### src/rtl/mem_wr_queue_if.sv
// Write-request queue bus: upstream valid/ready request channel, the
// memory-side stall input, and the issued cod/enable/data_out triple plus
// occupancy status.
interface mem_wr_queue_if #(
   parameter int DATA_WIDTH = 32,
   parameter int PTR_WIDTH  = 2
);
   logic                  wr_valid;
   logic                  wr_ready;
   logic [2:0]            wr_sel;
   logic [DATA_WIDTH-1:0] wr_data;
   logic                  stall;
   logic [2:0]            cod;
   logic                  enable;
   logic [DATA_WIDTH-1:0] data_out;
   logic [PTR_WIDTH:0]    count;
   logic                  busy;

   // Upstream requester / memory-side view
   modport master (
      output wr_valid, wr_sel, wr_data, stall,
      input  wr_ready, cod, enable, data_out, count, busy
   );

   // Queue view
   modport slave (
      input  wr_valid, wr_sel, wr_data, stall,
      output wr_ready, cod, enable, data_out, count, busy
   );
endinterface

### src/rtl/mem_wr_queue.sv
// Write-request FIFO in front of the one-hot bank-select decoder. Requests
// ({sel, data}) are accepted over valid/ready and issued one per cycle as a
// registered cod/enable/data_out triple; stall pauses issue. No empty bypass,
// so a request reaches the decoder two edges after it is offered.
module mem_wr_queue #(
   parameter int DATA_WIDTH = 32,
   parameter int DEPTH      = 4,
   parameter int PTR_WIDTH  = 2
) (
   input logic           clk,
   input logic           reset,
   mem_wr_queue_if.slave bus
);

   localparam logic [PTR_WIDTH:0] FULL_COUNT = (PTR_WIDTH+1)'(DEPTH);

   logic [2:0]            sel_mem  [DEPTH];
   logic [DATA_WIDTH-1:0] data_mem [DEPTH];

   logic [PTR_WIDTH-1:0]  wr_ptr;
   logic [PTR_WIDTH-1:0]  rd_ptr;
   logic [PTR_WIDTH:0]    count_q;
   logic                  enable_q;
   logic [2:0]            cod_q;
   logic [DATA_WIDTH-1:0] data_q;

   logic                  ready;
   logic                  push;
   logic                  pop;

   // Handshake decisions: readiness depends only on registered occupancy
   always_comb begin
      ready = (count_q < FULL_COUNT);
      push  = bus.wr_valid & ready;
      pop   = (count_q != '0) & ~bus.stall;
   end

   assign bus.wr_ready = ready;
   assign bus.cod      = cod_q;
   assign bus.enable   = enable_q;
   assign bus.data_out = data_q;
   assign bus.count    = count_q;
   assign bus.busy     = (count_q != '0) | enable_q;

   // Entry storage; contents need no reset because occupancy gates every read
   always_ff @(posedge clk) begin
      if (reset && push) begin
         sel_mem[wr_ptr]  <= bus.wr_sel;
         data_mem[wr_ptr] <= bus.wr_data;
      end
   end

   // Pointers, occupancy and the registered issue triple
   always_ff @(posedge clk) begin
      if (!reset) begin
         wr_ptr   <= '0;
         rd_ptr   <= '0;
         count_q  <= '0;
         enable_q <= 1'b0;
         cod_q    <= '0;
         data_q   <= '0;
      end else begin
         if (push) begin
            wr_ptr <= wr_ptr + PTR_WIDTH'(1);
         end
         if (pop) begin
            rd_ptr   <= rd_ptr + PTR_WIDTH'(1);
            cod_q    <= sel_mem[rd_ptr];
            data_q   <= data_mem[rd_ptr];
            enable_q <= 1'b1;
         end else begin
            enable_q <= 1'b0;
         end
         count_q <= count_q + (PTR_WIDTH+1)'(push) - (PTR_WIDTH+1)'(pop);
      end
   end

endmodule

### src/flat_wrapper.sv
// flat-port wrapper written by rule: the top's interface ports become plain ports
module mem_wr_queue_flat 
#(
   parameter int DATA_WIDTH = 32,
   parameter int DEPTH      = 4,
   parameter int PTR_WIDTH  = 2
)
  (clk, reset, bus_wr_valid, bus_wr_sel, bus_wr_data, bus_stall, bus_wr_ready, bus_cod, bus_enable, bus_data_out, bus_count, bus_busy);
  mem_wr_queue_if #(.DATA_WIDTH(DATA_WIDTH), .PTR_WIDTH(PTR_WIDTH)) bus_i ();
  input logic clk;
  input logic reset;
  input wire logic [$bits(bus_i.wr_valid)-1:0] bus_wr_valid;
  input wire logic [$bits(bus_i.wr_sel)-1:0] bus_wr_sel;
  input wire logic [$bits(bus_i.wr_data)-1:0] bus_wr_data;
  input wire logic [$bits(bus_i.stall)-1:0] bus_stall;
  output wire logic [$bits(bus_i.wr_ready)-1:0] bus_wr_ready;
  output wire logic [$bits(bus_i.cod)-1:0] bus_cod;
  output wire logic [$bits(bus_i.enable)-1:0] bus_enable;
  output wire logic [$bits(bus_i.data_out)-1:0] bus_data_out;
  output wire logic [$bits(bus_i.count)-1:0] bus_count;
  output wire logic [$bits(bus_i.busy)-1:0] bus_busy;
  assign bus_i.wr_valid = bus_wr_valid;
  assign bus_i.wr_sel = bus_wr_sel;
  assign bus_i.wr_data = bus_wr_data;
  assign bus_i.stall = bus_stall;
  assign bus_wr_ready = bus_i.wr_ready;
  assign bus_cod = bus_i.cod;
  assign bus_enable = bus_i.enable;
  assign bus_data_out = bus_i.data_out;
  assign bus_count = bus_i.count;
  assign bus_busy = bus_i.busy;
  mem_wr_queue #(.DATA_WIDTH(DATA_WIDTH), .DEPTH(DEPTH), .PTR_WIDTH(PTR_WIDTH)) u_core (.clk(clk), .reset(reset), .bus(bus_i));
endmodule
### config.mk
export PLATFORM = sky130hd
export DESIGN_NAME = mem_wr_queue_flat
export DESIGN_NICKNAME = d
export VERILOG_FILES = /design/src/rtl/mem_wr_queue_if.sv /design/src/rtl/mem_wr_queue.sv /design/src/flat_wrapper.sv
export SDC_FILE = /design/constraint.sdc
export NUM_CORES = 1
export LEC_CHECK = 0
export ABC_AREA = 1
export ABC_CLOCK_PERIOD_IN_PS = 2900
export CAP_MARGIN = 20
export CORE_UTILIZATION = 35
export CTS_CLUSTER_DIAMETER = 30
export DETAILED_ROUTE_END_ITERATION = 6
export SETUP_SLACK_MARGIN = 0.15
export SYNTH_ARGS = -nofsm -noshare
export SYNTH_HDL_FRONTEND = slang
export SYNTH_SLANG_ARGS = --single-unit
### constraint.sdc
create_clock -name clk -period 2.9 [get_ports clk]
set_input_delay 0.29 -clock clk [delete_from_list [all_inputs] [get_ports clk]]
set_output_delay 0.29 -clock clk [all_outputs]
set_load 0.1 [all_outputs]
==> results of run 1 <==
registers in the layout (all words and copies together), names as in the netlist:
| register | flops |
|---|---|
| u_core.sel_mem | 12 |
| u_core.wr_ptr | 2 |
| u_core.bus.data_out | 32 |
| u_core.bus.cod | 3 |
| u_core.bus.count | 3 |
| u_core.bus.enable | 1 |
| u_core.data_mem | 128 |
| u_core.rd_ptr | 2 |
per-stage QoR:
step | hold WS [ps] | setup slack (ps) | util (%)
CTS | 429.4 | 946.8 | 43.15
global placement | 506.4 | 658.2 | 40.37
finish | 431.9 | 987.5 | 43.15
floorplan | 388.9 | 384.2 | -
detailed placement | 506.7 | 630.3 | 40.37
global route | 481.4 | 842.2 | 43.15
synth_stat cells, drive strengths merged:
| cell | n | area share (%) |
|---|---|---|
| nand2 | 257 | 12 |
| inv | 193 | 9.3 |
| edfxtp | 140 | 54 |
| nor2 | 80 | 3.9 |
| nand3 | 71 | 4.6 |
| dfxtp | 43 | 11 |
| buf | 31 | 2.4 |
| ha | 6 | 0.97 |
| clkbuf | 4 | 0.19 |
| a21oi | 3 | 0.19 |
| o21ai | 3 | 0.19 |
| clkinv | 1 | 0.048 |
| fa | 1 | 0.26 |
| or2 | 1 | 0.081 |
| xnor2 | 1 | 0.11 |
area by class of cell:
type                            instances  area (um^2)  area share [%]
Clock inverter                          9        73.82          0.7864
Inverter                              194        732.0           7.797
Tap cell                              280        350.3           3.732
Multi-Input combinational cell        423         1803           19.21
Sequential cell                       183         5069           53.99
Timing Repair Buffer                   90        828.3           8.823
Clock buffer                           23        531.8           5.664
cells in the final DEF, fill, tap and decap left out, types with 4 or more instances in the layout:
cell type,count
nor2_1,75
dfxtp_1,40
clkbuf_16,20
inv_1,191
edfxtp_1,140
inv_6,5
nor2_4,4
buf_4,47
buf_12,5
nand2_1,255
clkdlybuf4s50_1,37
ha_1,6
nand3_1,71
where the power goes:
group / internal (mW) / leakage (nW) / switching, mW
Sequential: 3.12 / 1.62 / 0.129
Combinational: 0.734 / 2.39 / 2.44
Clock: 1.31 / 0.297 / 1.01
Total: 5.17 / 4.31 / 3.58
final timing paths:
check	start	end	slack, ps	cells after the start
worst max-delay path	u_core.bus.count[2]	u_core.data_mem[3][3]	990	6
worst min-delay path	reset	u_core.bus.count[0]	430	4
worst max register to register	u_core.bus.count[2]	u_core.data_mem[3][3]	990	6
worst min register to register	u_core.bus.data_out[30]	u_core.bus.data_out[30]	520	4
tightest hold or removal path: cells and delay by family:
family        cells  cell delay (ps)
buf+inv           3              420
simple gates      1              110
cell families (layout without fill, tap and decap cells):
kind of cell | after synthesis | in the layout | synth area share, %
buffers and inverters | 229 | 316 | 11.98
AOI/OAI and AO/OA | 6 | 6 | 0.3869
adders and majority gates | 7 | 7 | 1.225
DFF | 183 | 183 | 65.27
xor gates and xnor gates | 1 | 1 | 0.1129
and+or+nand+nor | 409 | 409 | 21.03
routing by layer:
layer	track usage [%]	vias up
met3	3.735	16
met2	24.54	82
met4	4.600	0
met1	18.63	2413
met5	0	-
li1	-	2672
==> metrics.csv, run 1 <==
metric,value,unit
max-capacitance violation count,0,
global-route wire length before repair,25030,um
number of gates resized after CTS,0,
Fin Clk Skew,10.95,ps
CTS tree,yes,
critical path arrival,2050,ps
critical path launch point type,flop,
crit path max-delay cell type,nor2_4,
synth warn,0,
CP Cell Sequence,clkinvlp_4 -> nand2_1 -> inv_1 -> nand2_1 -> nor2_4 -> buf_4,
met1 WL,7276,um
GRT overflow,0,
Final GP Congestion,0.6863,
clk sinks,183,
placed cells,1170,
Total Routing Usage GR,14.70,%
via count of the first global-routing pass,4855,
Num CTS Buffers,17,
delay of the slowest critical-path stage,490,ps
Residual DRC,0,
final slew viol count,0,
pwr dens,931.8,nW/um^2
Max Freq,522.9,MHz
hold crit path type,primary input to flop,
routed wl met3,647,um
top layer in use,met4,
Leak,4.312,nW
H-tree Lvls,4,
clock tree buffer depth,2,
drt wl/cell,13.10,um
relative max-transition margin,44.86,%
final net count,955,
Die Height,150.9,um
ANT cells,0,
vias post-DR,5183,
synth-to-layout area growth,20.98,%
syn nets,881,
Finished Cell Area,9388,um^2
Worst Tran Pin Value,827.0,ps
final-report hold violation count,0,
sequential area share after synthesis,65.27,%
number of fillers in the final layout,2097,
status,finished clean,
Pre-antenna DRT Iters,4,
CP bufs+invs,3,
RSZ-0062 raised after global routing,no,
Die Area,22770,um^2
clock-pin slew on the worst setup and hold paths,70,ps
Gate Count Post-Synth,835,
post-route ant nets,0,
1st-iter DRT viols,289,
initial core utilization,35.67,%
Unique masters post-synth,22,
Setup TNS,0,ps
fin cells,1202,
Core Rows,54,
min cycle time layout,1912,ps
Routed WL,15750,um
DP HPWL,9496,um
Ports,80,
DR vias/cell,4.312,
final setup violating endpoints,0,
metal2 WL,7642,um
ratio of cells with drive above 1 in the final layout,10.63,%
largest net degree at the start of global routing,74,
CP required,3040,ps
cell mode on critical path,nand2_1,
Port Buffer Count,79,
Setup CP Type,flop to flop,
Synth Cell Area,7760,um^2
clk_lat worst skew,430,ps
Post-Syn Area per Cell,9.293,um^2
Yosys reg bits,183,
Area after DPL,8782,um^2
crit path capture type,flop,
Final period util,65.95,%
Die X,150.9,um
Core Box Area,21760,um^2
post-CTS setup buffer count,0,
hold buffers post-CTS,0,
initial antenna violation count,1,
Worst Path Max Fanout,13,
Root Driver,clkbuf_16,
maximum vdd drop,0.0003805,V
Worst path top cell family by delay,simple AND/OR/NAND/NOR gates,
Pwr Total,8.748,mW
Power figures use the tool's default switching activity.
==> inputs of run 2 (changes only) <==
- ABC_CLOCK_PERIOD_IN_PS: 2900 -> 1550
- clock period: 2.9 -> 1.55 ns (I/O delays scaled with it)
==> run 2 against run 1 <==
Against the previous run:
- the flow now finishes with violations (setup timing)
- non-clock buffer count rose by 46
- via count rose by 2.7%
- sequential share of layout area fell by 6.0 points
- largest cell class unchanged
- critical path type unchanged
- first-iteration DRC count rose by 9.0%
- critical path depth rose by 4
- utilization rose by 5.5 points
- count of clock-buffer cells in the layout fell by 1
- clock power rose by 75%
- highest routed layer is now met5
- hold slack got worse by 70 ps
==> metrics.csv, run 2 (synthesis results as in run 1) <==
metric,value,unit
Pre-antenna DRT Iters,5,
initial antenna violation count,1,
Worst Tran Pin Value,514.4,ps
worst hold slack,361.8,ps
status,"finished, violations left",
maximum vdd drop,0.001029,V
Pwr Total,18.05,mW
Residual DRC,0,
via count of the first global-routing pass,5033,
DP HPWL,9461,um
largest net degree at the start of global routing,74,
Leak,4.761,nW
number of fillers in the final layout,1972,
CTS tree,yes,
H-tree Lvls,4,
ANT cells,0,
Die X,150.9,um
Routed WL,16510,um
top layer in use,met5,
Comb power frac,42.8,%
routed wl met3,808,um
pwr dens,1704,nW/um^2
Ports,80,
RSZ-0062 raised after global routing,yes,
Final GP Congestion,0.7047,
Num CTS Buffers,17,
Post-Place Worst Slack,-375.3,ps
placed cells,1192,
Area after DPL,9507,um^2
drt wl/cell,13.23,um
vias post-DR,5323,
hold crit path type,primary input to flop,
fin cells,1248,
met1 WL,7307,um
crit path capture type,flop,
Die Area,22770,um^2
Worst Path Max Fanout,2,
1st-iter DRT viols,315,
max reg flops,128,
Largest Register,u_core.data_mem,
Core Rows,54,
relative max-transition margin,65.70,%
Setup TNS,-18760,ps
switch share,39.00,%
clock power share,22.6,%
Int Power,11.01,mW
global-route wire length before repair,25790,um
Finished Cell Area,10590,um^2
clk sinks,183,
final net count,1001,
GRT overflow,0,
min cycle time layout,1757,ps
post-route ant nets,0,
final core occ,48.69,%
critical path launch point type,flop,
synth-to-layout area growth,36.52,%
violated checks,setup timing,
Max Freq,569.3,MHz
share of power burned in registers,34.6,%
DR vias/cell,4.265,
"commonest non-fill, non-tap cell in the layout",nand2_1,
PnR worst setup slack,-206.6,ps
final setup violating endpoints,144,
Setup CP Type,flop to flop,
Core Box Area,21760,um^2
clk_lat worst skew,430,ps
clock tree buffer depth,2,
Die Height,150.9,um
clock-pin slew on the worst setup and hold paths,70,ps
Fin Clk Skew,9.990,ps
CP required,1920,ps
critical path arrival,2130,ps
final slew viol count,0,
Total Routing Usage GR,15.35,%
metal2 WL,8157,um
Psw,7.038,mW
"commonest non-fill, non-tap cells in the layout","nand2_1, inv_1, edfxtp_1",
Root Driver,clkbuf_16,
final-report hold violation count,0,
hold buffers post-CTS,0,
initial core utilization,35.67,%
Port Buffer Count,79,
Final period util,113.3,%
ratio of cells with drive above 1 in the final layout,16.01,%
max-capacitance violation count,0,
## run 2: cell count changes in the layout (fill, tap and decap cells not counted), moves of 4 or more
cell | before | now
buf_12 | 5 | 54
buf_4 | 47 | 24
buf_6 | 0 | 8
buf_16 | 0 | 6
buf_8 | 0 | 5
dfxtp_4 | 0 | 4
inv_1 | 191 | 187
## run 2: area by class of cell
class | count | area (um^2) | share of cell area (%)
Timing Repair Buffer | 136 | 1992 | 18.80
Inverter | 194 | 739.5 | 6.980
Clock inverter | 10 | 67.56 | 0.6378
Tap cell | 280 | 350.3 | 3.307
Sequential cell | 183 | 5082 | 47.97
Multi-Input combinational cell | 423 | 1867 | 17.62
Clock buffer | 22 | 495.5 | 4.677
## run 2: critical path, stage by stage, from the launching register on
cell	delay, ps
dfxtp_4	350
nor2_4	120
nand2_4	60
nand2_4	70
inv_4	40
ha_4	250
inv_2	40
ha_4	140
fa_2	510
nand2_1	50
inv_1	60
## run 2: power by group through the flow
stage	Sequential [mW]	Combinational (mW)	Clock, mW
finish	6.25	7.73	4.07
global route	6.32	8.27	4.36
CTS	6.25	7.57	4.15
detailed placement	6.35	7.15	0
global placement	6.34	7.10	0
floorplan	8.52	2.43	0
## run 2: final timing paths
path,from,endpoint,slack (ps),cells past startpoint
hold reg to reg,u_core.bus.data_out[15],u_core.bus.data_out[15],550,4
hold / removal,bus_wr_data[14],u_core.data_mem[0][14],360,1
setup reg to reg,u_core.bus.count[2],u_core.bus.count[1],-210,10
setup / recovery,u_core.bus.count[2],u_core.bus.count[1],-210,10
## run 2: what timing repair did
action,4_1_cts,5_1_grt
gates resized for setup,37,8
pin swaps,0,2
cloned,5,1
endpoints found under the setup margin,183,184
buffers inserted,14,4
## run 2: per-layer routing
metal,up-vias,GRT usage [%]
met5,-,0
met2,123,25.55
met1,2411,19.29
li1,2762,-
met3,25,3.976
met4,2,5.300
